===== src/rtl/store_write_buffer_pkg.sv =====
// Shared constants and types for the store write buffer and its neighbours.
package store_write_buffer_pkg;

    localparam int unsigned WB_DEPTH_DEF = 4;
    localparam int unsigned WB_POS_W_DEF = 4;
    localparam int unsigned ADDR_W       = 32;
    localparam int unsigned DATA_W       = 32;
    localparam int unsigned ROB_ENTRIES  = 1 << WB_POS_W_DEF;
    localparam int unsigned OPCODE_W     = 3;

    typedef enum logic [OPCODE_W-1:0] {
        OP_ALU    = 3'd0,
        OP_LOAD   = 3'd1,
        OP_STORE  = 3'd2,
        OP_BRANCH = 3'd3
    } opcode_e;

    typedef enum logic {
        DRAIN_IDLE = 1'b0,
        DRAIN_REQ  = 1'b1
    } drain_state_e;

    typedef struct packed {
        logic [ADDR_W-1:0] addr;
        logic [DATA_W-1:0] data;
    } mem_wr_t;

endpackage


===== src/rtl/store_write_buffer_position_match.sv =====
// Parallel compare of a reorder-buffer position against every valid entry.
module wb_position_match
    import store_write_buffer_pkg::*;
#(
    parameter int unsigned DEPTH = WB_DEPTH_DEF,
    parameter int unsigned POS_W = WB_POS_W_DEF
) (
    input  logic [DEPTH-1:0]            valid,
    input  logic [DEPTH-1:0][POS_W-1:0] positions,
    input  logic [POS_W-1:0]            key,
    output logic [DEPTH-1:0]            hit_c,
    output logic                        any_hit_c
);

    always_comb begin
        hit_c = '0;
        for (int i = 0; i < int'(DEPTH); i++) begin
            hit_c[i] = valid[i] && (positions[i] == key);
        end
        any_hit_c = |hit_c;
    end

endmodule


===== src/rtl/store_write_buffer.sv =====
// Circular buffer holding speculative stores until the reorder buffer commits
// them, then draining committed entries to memory in program order.
module store_write_buffer
    import store_write_buffer_pkg::*;
#(
    parameter int unsigned DEPTH = WB_DEPTH_DEF,
    parameter int unsigned POS_W = WB_POS_W_DEF
) (
    input  logic                        clk,
    input  logic                        reset,
    input  logic                        in_valid,
    input  logic [POS_W-1:0]            in_position,
    input  logic [ADDR_W-1:0]           in_addr,
    input  logic [DATA_W-1:0]           in_data,
    output logic                        full,
    output logic [$clog2(DEPTH):0]      count,
    input  logic                        commit_valid,
    input  logic [POS_W-1:0]            commit_position,
    output logic                        commit_miss,
    input  logic                        flush,
    output logic                        mem_req,
    output logic [ADDR_W-1:0]           mem_addr,
    output logic [DATA_W-1:0]           mem_data,
    input  logic                        mem_ack
);

    localparam int unsigned PTR_W = $clog2(DEPTH);
    localparam int unsigned CNT_W = PTR_W + 1;

    logic [DEPTH-1:0]            valid_q, valid_d;
    logic [DEPTH-1:0]            committed_q, committed_d;
    logic [DEPTH-1:0][POS_W-1:0] pos_q;
    mem_wr_t                     payload_q [DEPTH];
    logic [PTR_W-1:0]            head_q, tail_q, head_d, tail_d;
    logic [CNT_W-1:0]            count_d, n_kept;
    drain_state_e                state_q, state_d;

    logic [DEPTH-1:0] hit;
    logic             any_hit;
    logic [DEPTH-1:0] commit_hit, committed_all, kept;
    logic             enq, deq, head_ready;

    wb_position_match #(.DEPTH(DEPTH), .POS_W(POS_W)) u_match (
        .valid     (valid_q),
        .positions (pos_q),
        .key       (commit_position),
        .hit_c     (hit),
        .any_hit_c (any_hit)
    );

    // Drain FSM next state.
    always_comb begin
        state_d    = state_q;
        head_ready = valid_q[head_q] && committed_q[head_q];
        case (state_q)
            DRAIN_IDLE: if (head_ready) state_d = DRAIN_REQ;
            DRAIN_REQ:  if (mem_ack)    state_d = DRAIN_IDLE;
            default:                    state_d = DRAIN_IDLE;
        endcase
    end

    // Buffer next state; a same-cycle commit is folded in before flush filtering.
    always_comb begin
        commit_hit    = commit_valid ? hit : '0;
        committed_all = committed_q | commit_hit;
        kept          = valid_q & committed_all;
        enq           = in_valid && !full && !flush;
        deq           = (state_q == DRAIN_REQ) && mem_ack;
        n_kept        = '0;
        for (int i = 0; i < int'(DEPTH); i++) begin
            n_kept = n_kept + CNT_W'(kept[i]);
        end

        valid_d     = flush ? kept : valid_q;
        committed_d = committed_all & valid_d;
        if (deq) begin
            valid_d[head_q]     = 1'b0;
            committed_d[head_q] = 1'b0;
        end
        if (enq) begin
            valid_d[tail_q]     = 1'b1;
            committed_d[tail_q] = 1'b0;
        end

        head_d  = head_q + PTR_W'(deq);
        tail_d  = flush ? (head_q + PTR_W'(n_kept)) : (tail_q + PTR_W'(enq));
        count_d = flush ? (n_kept - CNT_W'(deq))
                        : (count + CNT_W'(enq) - CNT_W'(deq));
    end

    always_ff @(posedge clk or posedge reset) begin
        if (reset) begin
            state_q     <= DRAIN_IDLE;
            valid_q     <= '0;
            committed_q <= '0;
            head_q      <= '0;
            tail_q      <= '0;
            count       <= '0;
            full        <= 1'b0;
            commit_miss <= 1'b0;
            mem_req     <= 1'b0;
            mem_addr    <= '0;
            mem_data    <= '0;
        end else begin
            state_q     <= state_d;
            valid_q     <= valid_d;
            committed_q <= committed_d;
            head_q      <= head_d;
            tail_q      <= tail_d;
            count       <= count_d;
            full        <= (count_d == CNT_W'(DEPTH));
            commit_miss <= commit_valid && !any_hit;
            mem_req     <= (state_d == DRAIN_REQ);
            // Capture the head payload once on entry so it stays stable while waiting.
            if (state_q == DRAIN_IDLE && state_d == DRAIN_REQ) begin
                mem_addr <= payload_q[head_q].addr;
                mem_data <= payload_q[head_q].data;
            end
        end
    end

    // Entry payload storage needs no reset; valid bits qualify it.
    always_ff @(posedge clk) begin
        if (enq) begin
            pos_q[tail_q]     <= in_position;
            payload_q[tail_q] <= '{addr: in_addr, data: in_data};
        end
    end

endmodule


===== config.mk =====
export PLATFORM = sky130hd
export DESIGN_NAME = store_write_buffer
export DESIGN_NICKNAME = d
export VERILOG_FILES = /design/src/rtl/store_write_buffer_pkg.sv /design/src/rtl/store_write_buffer_position_match.sv /design/src/rtl/store_write_buffer.sv
export SDC_FILE = /design/constraint.sdc
export NUM_CORES = 1
export LEC_CHECK = 0
export BUFFER_PORTS_ARGS = -buffer_cell sky130_fd_sc_hd__buf_2
export CAP_MARGIN = 20
export CORE_UTILIZATION = 58
export DETAILED_ROUTE_END_ITERATION = 10
export HOLD_SLACK_MARGIN = 0.06
export PLACE_DENSITY = 0.83
export REMOVE_ABC_BUFFERS = 1
export SYNTH_ARGS = -nofsm -noshare
export SYNTH_HDL_FRONTEND = slang
export SYNTH_SLANG_ARGS = --single-unit

===== constraint.sdc =====
create_clock -name clk -period 7.25 [get_ports clk]
set_input_delay 1.45 -clock clk [delete_from_list [all_inputs] [get_ports clk]]
set_output_delay 1.45 -clock clk [all_outputs]
set_load 0.02 [all_outputs]

==> results by group, run 1 <==
Setup path
  – Critical Path RT: 7.67 ns
  – Slowest stage delay, CP: between 0.4 and 0.5 ns
  – Worst reg-to-reg setup slack: ~3.7 ns
  – Type of the worst setup path: input port to register
  – Worst EP arrival: 4.20 ns
  – Crit path cell chain: buf_2 > xor2_1 > nor3_1 > a41oi_1 > nor2b_1 > fa_1 > ha_1 > ha_1 > inv_1 > ha_1 > xor2_1 > nand2_1 > o21ai_0 > nor3b_1
  – Critical Path Sink Type: register
  – Startpoint types: input port
  – Crit-path leading delay family: adder cells
  – Crit path max fanout: 4
  – Crit-path most repeated cell: ha_1
  – CP bufs+invs: 2
  – Slowest library cell on the worst path: fa_1

Detailed routing
  – DRT met1 WL: between 10 and 15 mm
  – Vias: between 6000 and 7000
  – Met3 Wirelength: 1.30 mm
  – Max layer used: met5
  – Met2 WL: roughly 13 mm
  – Pre-antenna DRT Iters: 5
  – Drt wl/cell: 23.1 um
  – Residual DRC: 0
  – Number of DRC markers in iteration 0: roughly 440
  – WL final: 25.2 mm
  – Drt via density: 5.84
  – ANT nets after route: 0

Synthesis
  – Ys async rst share: between 20% and 30%
  – Gate Count Post-Synth: ~610
  – Main combinational cell family by area after synthesis: multiplexers
  – Synth Area in Compound Gates: approximately 1.1%
  – Synthesis-stage register bit count: around 350
  – Sequential share of the synthesized area: 75.8%
  – Syn Area/Cell: approximately 22 um^2
  – Mapped Area: about 13000 um^2
  – Post-Synth XOR/XNOR Area: around 1.6%
  – Post-synth top flop: edfxtp_1
  – Post-synthesis adder-cell area fraction: 0.946%
  – Post-synthesis mux area share: 17.5%
  – Count of warnings emitted by yosys: 0
  – Synth unique cells: 35
  – Synth Area in Simple Gates: 1.45%
  – Post-synth EDFFs: 272

GRT
  – Vias in the first global route: between 6000 and 7000
  – Initial antenna violation count: 6
  – GR Overflow Total: 0
  – Tot GR Track Use: 22.1%
  – First-pass GRT wire length: a little under 40 mm
  – Largest net degree at the start of global routing: between 70 and 80

STA
  – Max-slew violations: 0
  – Worst-margin pin slew: about 1.1 ns
  – Headroom to the max-slew limit: roughly 29%
  – Finish-stage setup viols: 0
  – Crit share post-route: 52.2%
  – RSZ-0062 raised after global routing: no
  – Clock Skew: 0.0215 ns
  – Min Tclk post-route: roughly 3.8 ns
  – F_max: 264 MHz
  – Final hold vios: 0

Placement
  – Hpwl dp: 14.4 mm
  – IO buf count: 147
  – Dpl cells: 1024
  – Routability congestion estimate: 0.793

Power
  – Logic pwr share: 27.7%
  – Sw Share: 29.5%
  – Overall power: 6.33 mW
  – Clk network pwr share: approximately a quarter
  – Flop pwr share: 45.8%
  – Switch Pwr: 1.87 mW
  – Power Internal: 4.47 mW
  – PD cells: roughly 410 nW/um^2
  – Leak Pwr: 5.75 nW
  – Peak supply drop: between 0.0002 and 0.00025 V

Layout
  – Most common cell after layout, fill and taps aside: edfxtp_1
  – Most frequent cells in the layout: edfxtp_1 (272), buf_2 (147), dfrtp_1 (80)
  – Layout cells sized above 1: 42.2%
  – P&R area growth vs syn: 15.7%
  – Layout Nets: 864
  – Layout Cells excl Fill: around 1100

Clocking
  – Root buffer cell: clkbuf_16
  – H-Tree Depth: 2
  – CTS tree: built
  – Worst-case clock buffer depth: 3
  – Clock Sinks: 354
  – Postcts setup bufs: 0
  – Clock latency on the worst-skew pair: 0.52 ns
  – Post-CTS Resized: 0
  – CTS buffer count: 35
  – Hold Buf Count CTS: 0
  – Reg clk slew, reported paths: ~0.06 ns

Min path
  – Hold Path Class: register to register

Floorplan
  – Core Rows: 55
  – Initial Utilization: between 50% and 60%
  – Die Ht: 154 um
  – I/O pin total: approximately 150
  – Die Wd: 154 um
  – Core area: 22700 um^2
  – Die Area: between 20000 and 25000 um^2

Run status
  – Status: finished clean

Run
  – Number of max-cap violations: 0
## worst register-to-register path: cells and delay by family (launching register included)
| kind | cells | cell delay [ns] |
|---|---|---|
| buffers and inverters | 2 | 1.19 |
| DFF | 1 | 1.14 |
| muxes | 1 | 0.46 |
| AOI/OAI and AO/OA | 1 | 0.33 |
| and+or+nand+nor | 1 | 0.29 |
## through the flow
stage	util (%)	setup slack [ns]	area [um^2]	hold slack, ns	setup TNS [ns]
2_1_floorplan	-	-0.353	13300	0.537	-33.23
3_3_place_gp	63.9	3.03	14500	0.487	0
3_5_place_dp	63.9	2.95	14500	0.488	0
4_1_cts	68.6	3.46	15600	0.508	0
5_1_grt	68.7	3.28	15600	0.521	0
6_report	68.7	3.47	15600	0.507	0
## metal layers
| metal | GRT usage, % | up-vias |
|---|---|---|
| met2 | 36.8 | 207 |
| met4 | 8.68 | 4 |
| met3 | 4.48 | 50 |
| li1 | - | 2775 |
| met1 | 28.9 | 3334 |
| met5 | 0 | - |
## logic make-up (layout without fill, tap and decap cells)
kind of cell    count (synthesis)  count (layout)
xor+xnor                       25              25
simple gates                   36              36
compound gates                 21              21
mux                           129             129
other cells                     0               2
buf+inv                        34             230
flops                         354             354
fa+ha+maj                       9               9
## cell usage after synthesis (7+ instances only)
| cell | number | share of area (%) |
|---|---|---|
| ha_1 | 7 | 0.65 |
| edfxtp_1 | 272 | 61 |
| nor3_1 | 9 | 0.33 |
| xor2_1 | 17 | 1.1 |
| mux2_2 | 15 | 1.3 |
| buf_2 | 8 | 0.30 |
| inv_1 | 10 | 0.28 |
| mux4_2 | 64 | 11 |
| clkbuf_1 | 7 | 0.19 |
| dfrtp_1 | 82 | 15 |
| xnor2_1 | 8 | 0.52 |
| mux2_4 | 49 | 5.5 |
## layout make-up
cell class | instances | area, um^2
antenna | 2 | 5.00
clock buffer | 54 | 1010
multi-input combinational | 220 | 3080
tap | 285 | 357
timing repair buffer | 156 | 816
sequential | 354 | 10200
fill | 1384 | 7110
clock inverter | 10 | 60.1
inverter | 10 | 41.3
## worst paths after layout
path,start,to,cells after the start
min reg2reg,mem_addr[1],mem_addr[1],1
min in group asynchronous,reset,mem_addr[2],2
min,mem_addr[1],mem_addr[1],1
max reg2reg,head_q[1],mem_data[3],5
max,commit_position[2],full,14
max in group asynchronous,reset,mem_addr[25],3
## flip-flops by register name, indices dropped and copies added, names as in the netlist
name and count:
payload_q 256, commit_miss 1, valid_q 4, head_q 2, full 1, committed_q 4, count 3, pos_q 16
mem_data 32, tail_q 2, mem_addr 32, state_q 1
## power groups by stage
stage	combinational (mW)	clock (mW)	sequential [mW]
after detailed placement	1.76	0	2.94
after CTS	1.78	1.71	2.91
after global placement	1.72	0	2.91
after floorplan	1.12	0	3.15
final	1.75	1.68	2.90
after global routing	1.86	1.79	2.95
Note: power is estimated with default switching activity, not from simulation.
==> run 2: changes to the inputs <==
--- a/config.mk
+++ b/config.mk
@@ -7,10 +7,10 @@
 export LEC_CHECK = 0
 export BUFFER_PORTS_ARGS = -buffer_cell sky130_fd_sc_hd__buf_2
 export CAP_MARGIN = 20
-export CORE_UTILIZATION = 58
+export CORE_UTILIZATION = 52
 export DETAILED_ROUTE_END_ITERATION = 10
 export HOLD_SLACK_MARGIN = 0.06
-export PLACE_DENSITY = 0.83
+export PLACE_DENSITY = 0.79
 export REMOVE_ABC_BUFFERS = 1
 export SYNTH_ARGS = -nofsm -noshare
 export SYNTH_HDL_FRONTEND = slang
==> constraint.sdc (replaced) <==
create_clock -name clk -period 3.4 [get_ports clk]
set_input_delay 0.68 -clock clk [delete_from_list [all_inputs] [get_ports clk]]
set_output_delay 0.68 -clock clk [all_outputs]
set_load 0.02 [all_outputs]
==> run 2 against run 1 <==
  * Count of clock-buffer cells in the layout is 5 higher
  * Cell count is 4.9% higher
  * Clock skew is 0.0075 ns lower
  * Sequential share of layout area is 0.73 points lower
  * First-iteration DRC count is 1.8% higher
  * Global-route usage is 2.8 points lower
  * Via count is 0.16% lower
  * Sequential power is 100% higher
  * Critical endpoint unchanged
==> results by group, run 2 (same netlist as run 1, synthesis figures left out) <==
STA
  – Crit share post-route: between 80% and 90%
  – Min Tclk post-route: 3.01 ns
  – Final hold vios: 0
  – Worst-margin pin slew: 1.04 ns
  – Finish-stage setup viols: 0
  – RSZ-0062 raised after global routing: no
  – Headroom to the max-slew limit: 30.6%
  – F_max: 332 MHz
  – Setup slack after layout: 0.392 ns
  – Hold Worst Slack: 0.254 ns
  – Clock Skew: between 0.01 and 0.015 ns
  – Max-slew violations: 0

Clocking
  – Hold Buf Count CTS: 0
  – Root buffer cell: clkbuf_16
  – Clock latency on the worst-skew pair: 0.51 ns
  – H-Tree Depth: 2
  – CTS buffer count: 37
  – CTS tree: built
  – Postcts setup bufs: 0
  – Clock Sinks: roughly 350
  – Worst-case clock buffer depth: 3
  – Post-CTS Resized: 0
  – Reg clk slew, reported paths: ~0.06 ns

Setup path
  – Crit-path most repeated cell: ha_1
  – Critical Path RT: 3.83 ns
  – Slowest library cell on the worst path: fa_1
  – R2R Path Start: pos_q[1]
  – Worst setup path start: pos_q[1]
  – Critical Path Sink Type: register
  – Slowest stage delay, CP: 0.44 ns
  – Crit path max fanout: 2
  – Crit path cell chain: xor2_1 > nor3_1 > a41oi_1 > nor2b_1 > fa_1 > ha_1 > ha_1 > inv_1 > ha_1 > xor2_1 > nand2_1 > o21ai_0 > nor3b_1
  – Type of the worst setup path: register to register
  – Worst EP arrival: 3.44 ns
  – Startpoint types: register

Floorplan
  – Initial Utilization: 53.2%
  – Core area: 25300 um^2
  – Die Wd: 163 um
  – Die Area: 26600 um^2
  – I/O pin total: ~150
  – Die Ht: 163 um
  – Core Rows: 58

Run
  – Number of max-cap violations: 0

Layout
  – Most frequent cells in the layout: edfxtp_1 (272), buf_2 (147), dfrtp_1 (80)
  – Ant. Diodes: 0
  – Layout Nets: about 870
  – Max FFs per register: between 200 and 300
  – Most common cell after layout, fill and taps aside: edfxtp_1
  – Area occupied by multi-input gates: 3080 um^2
  – Top flop regs: payload_q: 256 flops, mem_addr: 32 flops, mem_data: 32 flops
  – Layout cells sized above 1: 42.9%
  – Most flops, register: payload_q
  – P&R area growth vs syn: 17.0%
  – Fillers: roughly 1700
  – Post-layout instance area: 15800 um^2
  – Storage cell area: 10200 um^2

Run status
  – Status: finished clean

Detailed routing
  – Residual DRC: 0
  – WL final: approximately 25 mm
  – Drt wl/cell: 21.5 um
  – ANT nets after route: 0
  – Pre-antenna DRT Iters: 4
  – Number of DRC markers in iteration 0: 447
  – Vias: ~6400
  – Drt via density: 5.56

GRT
  – First-pass GRT wire length: 38.3 mm
  – Tot GR Track Use: between 10% and 20%
  – Largest net degree at the start of global routing: 66
  – Initial antenna violation count: 2
  – GR Overflow Total: 0
  – Vias in the first global route: 6955

Placement
  – Hpwl dp: 14.3 mm
  – Routability congestion estimate: 0.901
  – DP Area: 14600 um^2
  – Place WS: -0.0158 ns
  – IO buf count: 147

Power
  – Leak Pwr: between 5 and 6 nW
  – PD cells: about 860 nW/um^2
  – Peak supply drop: 0.000663 V

Min path
  – Hold Path Class: input port to async pin
run 2: cell types whose count changed in the layout (fill, tap and decap cells not counted):
cell	before	now
clkbuf_1	14	18
clkbuf_8	4	2
buf_12	1	3
clkinv_1	4	0
buf_4	8	12
clkinv_8	1	0
clkinv_2	5	8
clkbuf_16	36	39
diode_2	2	0
clkinv_4	0	1
run 2: routing by layer:
metal  wire [um]  track usage, %  vias up
met5          13               0        -
met4         585            7.18        2
met3        1140            3.30       51
met2       12900            33.9      182
met1       10000            24.0     3323
li1            -               -     2802
run 2: metrics by stage:
stage          total power, mW  util [%]  instances  TNS [ns]
2_1_floorplan             9.10         -        584   -796.04
3_3_place_gp              9.94      57.8       1076         0
3_5_place_dp              10.1      57.8       1076   -0.0158
4_1_cts                   13.8      62.3       1144         0
5_1_grt                   14.2      62.3       1144         0
6_report                  13.6      62.3       1144         0
run 2: final timing paths:
check / endpoint / slack, ns / cells after the start
worst max-delay path: full / 0.39 / 13
worst min-delay path: mem_data[16] / 0.25 / 2
worst max register to register: full / 0.39 / 13
worst min register to register: mem_data[12] / 0.51 / 1
max in group asynchronous: mem_addr[6] / 2.34 / 3
min in group clk: payload_q[0][62] / 0.38 / 1
run 2: area by class of cell:
type	instances	area share, %
timing repair buffer	162	5.62
tap	330	2.62
inverter	10	0.262
sequential	354	64.8
clock inverter	9	0.333
clock buffer	59	6.79
multi-input combinational	220	19.5
run 2: where the power goes:
group | total [mW] | switching (mW) | internal (mW)
logic | 3.99 | 1.99 | 1.99
clock network | 3.71 | 1.54 | 2.17
registers | 5.93 | 0.419 | 5.51
total | 13.6 | 3.96 | 9.67
run 2: critical path, delay by kind of cell, from the launching register on:
family,cells,cell delay (ns)
compound gates,2,0.30
xor+xnor,2,0.34
fa+ha+maj,4,1.13
buf+inv,1,0.05
flops,1,0.40
simple gates,4,0.71
==> run 3: changes to the inputs <==
--- a/config.mk
+++ b/config.mk
@@ -10,6 +10,7 @@
 export CORE_UTILIZATION = 52
 export DETAILED_ROUTE_END_ITERATION = 10
 export HOLD_SLACK_MARGIN = 0.06
+export MAX_ROUTING_LAYER = met4
 export PLACE_DENSITY = 0.79
 export REMOVE_ABC_BUFFERS = 1
 export SYNTH_ARGS = -nofsm -noshare
==> run 3 against run 2 <==
  * Utilization about the same
  * Non-clock buffer count is the same
  * Combinational power about the same
  * Maximum frequency decreased by 0.31%
  * Cell area about the same
  * Setup slack worse by 0.0095 ns
  * Via count about the same
  * Clock power about the same
  * Power barely moved
==> results by group, run 3 (same netlist as run 1, synthesis figures left out) <==
Min path
  – Hold Path Class: input port to async pin

Power
  – Flop pwr share: roughly 44%
  – Sw Share: 29.0%
  – Logic pwr share: between 20 and 30%
  – Power Internal: 9.67 mW
  – Overall power: between 10 and 15 mW
  – Leak Pwr: 5.81 nW
  – PD cells: 863 nW/um^2
  – Peak supply drop: 0.000658 V
  – Switch Pwr: 3.95 mW
  – Clk network pwr share: 27.2%

Setup path
  – Worst EP arrival: approximately 3.4 ns
  – R2R cell count: 13
  – Slowest library cell on the worst path: fa_1
  – Slowest stage delay, CP: about 0.44 ns
  – Crit path max fanout: 2
  – Critical Path Sink Type: register
  – Crit path cell chain: xor2_1 > nor3_1 > a41oi_1 > nor2b_1 > fa_1 > ha_1 > ha_1 > inv_1 > ha_1 > xor2_1 > nand2_1 > o21ai_0 > nor3b_1
  – Crit path depth: 13
  – Startpoint types: register
  – Worst reg-to-reg setup slack: around 0.38 ns
  – Crit-path most repeated cell: ha_1
  – CP bufs+invs: 1
  – Critical Path RT: between 3 and 4 ns
  – Crit-path leading delay family: adder cells
  – Type of the worst setup path: register to register

Placement
  – Hpwl dp: 14.3 mm
  – IO buf count: 147
  – Routability congestion estimate: approximately 0.9

STA
  – F_max: 331 MHz
  – Headroom to the max-slew limit: 31.4%
  – Worst-margin pin slew: between 1 and 1.5 ns
  – Hold Worst Slack: about 0.25 ns
  – Min Tclk post-route: 3.02 ns
  – Clock Skew: 0.0115 ns
  – Finish-stage setup viols: 0
  – RSZ-0062 raised after global routing: no
  – Max-slew violations: 0
  – Crit share post-route: about nine tenths
  – Final hold vios: 0

GRT
  – Tot GR Track Use: 19.9%
  – Initial antenna violation count: 2
  – Vias in the first global route: roughly 7000
  – Largest net degree at the start of global routing: 66
  – First-pass GRT wire length: 38.2 mm
  – GR Overflow Total: 0

Floorplan
  – Core area: 25300 um^2
  – Die Wd: 163 um
  – Initial Utilization: a little over half
  – Die Ht: 163 um
  – I/O pin total: 148
  – Die Area: approximately 27000 um^2
  – Core Rows: 58

Detailed routing
  – Number of DRC markers in iteration 0: 471
  – Drt wl/cell: around 21 um
  – WL final: roughly 25 mm
  – Vias: 6354
  – Pre-antenna DRT Iters: 5
  – ANT nets after route: 0
  – Drt via density: 5.54
  – Residual DRC: 0

Clocking
  – Root buffer cell: clkbuf_16
  – Worst-case clock buffer depth: 3
  – Post-CTS Resized: 0
  – Reg clk slew, reported paths: around 0.060 ns
  – Clock latency on the worst-skew pair: 0.51 ns
  – Clock Sinks: 354
  – CTS tree: built
  – Hold Buf Count CTS: 0
  – H-Tree Depth: 2
  – Postcts setup bufs: 0
  – CTS buffer count: 37

Layout
  – Most frequent cells in the layout: edfxtp_1 (272), buf_2 (147), dfrtp_1 (80)
  – Storage cell area: 10200 um^2
  – Layout cells sized above 1: 42.9%
  – Max FFs per register: 256
  – Fillers: between 1500 and 2000
  – Area occupied by multi-input gates: 3080 um^2
  – Most flops, register: payload_q
  – Top flop regs: payload_q: 256 flops, mem_addr: 32 flops, mem_data: 32 flops
  – P&R area growth vs syn: 17.0%
  – Most common cell after layout, fill and taps aside: edfxtp_1
  – Layout Nets: 872

Run status
  – Status: finished clean

Run
  – Number of max-cap violations: 0
run 3: area by class of cell:
cell class / instances / share of cell area [%]
Sequential cell: 354 / 64.8
Clock inverter: 9 / 0.333
Multi-Input combinational cell: 220 / 19.5
Tap cell: 330 / 2.62
Timing Repair Buffer: 162 / 5.62
Clock buffer: 59 / 6.79
Antenna cell: 2 / 0.0317
Inverter: 10 / 0.262
run 3: per-stage QoR:
step                      TNS (ns)  instance area (um^2)  cells  util [%]  setup WS, ns
after global routing             0                 15800   1146      62.3         0.168
after global placement           0                 14600   1076      57.8         0.100
after detailed placement   -0.0158                 14600   1076      57.8       -0.0158
after CTS                        0                 15800   1144      62.3         0.369
after floorplan            -796.04                 13300    584         -         -4.04
final                            0                 15800   1146      62.3         0.382
run 3: final timing paths:
path | start | endpoint
setup reg to reg | pos_q[1] | full
setup / recovery | pos_q[1] | full
min in group clk | in_addr[30] | payload_q[1][62]
max in group asynchronous | reset | mem_addr[6]
hold / removal | reset | mem_data[16]
hold reg to reg | mem_data[12] | mem_data[12]
run 3: power by group through the flow:
stage	clock network (mW)	logic (mW)	registers, mW
2_1_floorplan	0	2.39	6.71
3_3_place_gp	0	3.99	5.95
3_5_place_dp	0	4.06	6.01
4_1_cts	3.80	4.07	5.94
5_1_grt	3.95	4.28	6.01
6_report	3.70	3.98	5.93
run 3: routing by layer:
metal	vias to the layer above	share of wire, %	GRT usage, %
li1	2804	-	-
met2	180	53	34.0
met4	0	2.0	7.18
met1	3322	41	24.0
met5	-	0	-
met3	48	4.3	3.20
run 3: worst reg2reg max path, stage by stage, from the launching register on:
cell	delay [ns]
edfxtp_1	0.40
xor2_1	0.19
nor3_1	0.27
a41oi_1	0.20
nor2b_1	0.19
fa_1	0.44
ha_1	0.19
ha_1	0.31
inv_1	0.05
ha_1	0.19
xor2_1	0.15
nand2_1	0.06
o21ai_0	0.10
nor3b_1	0.19
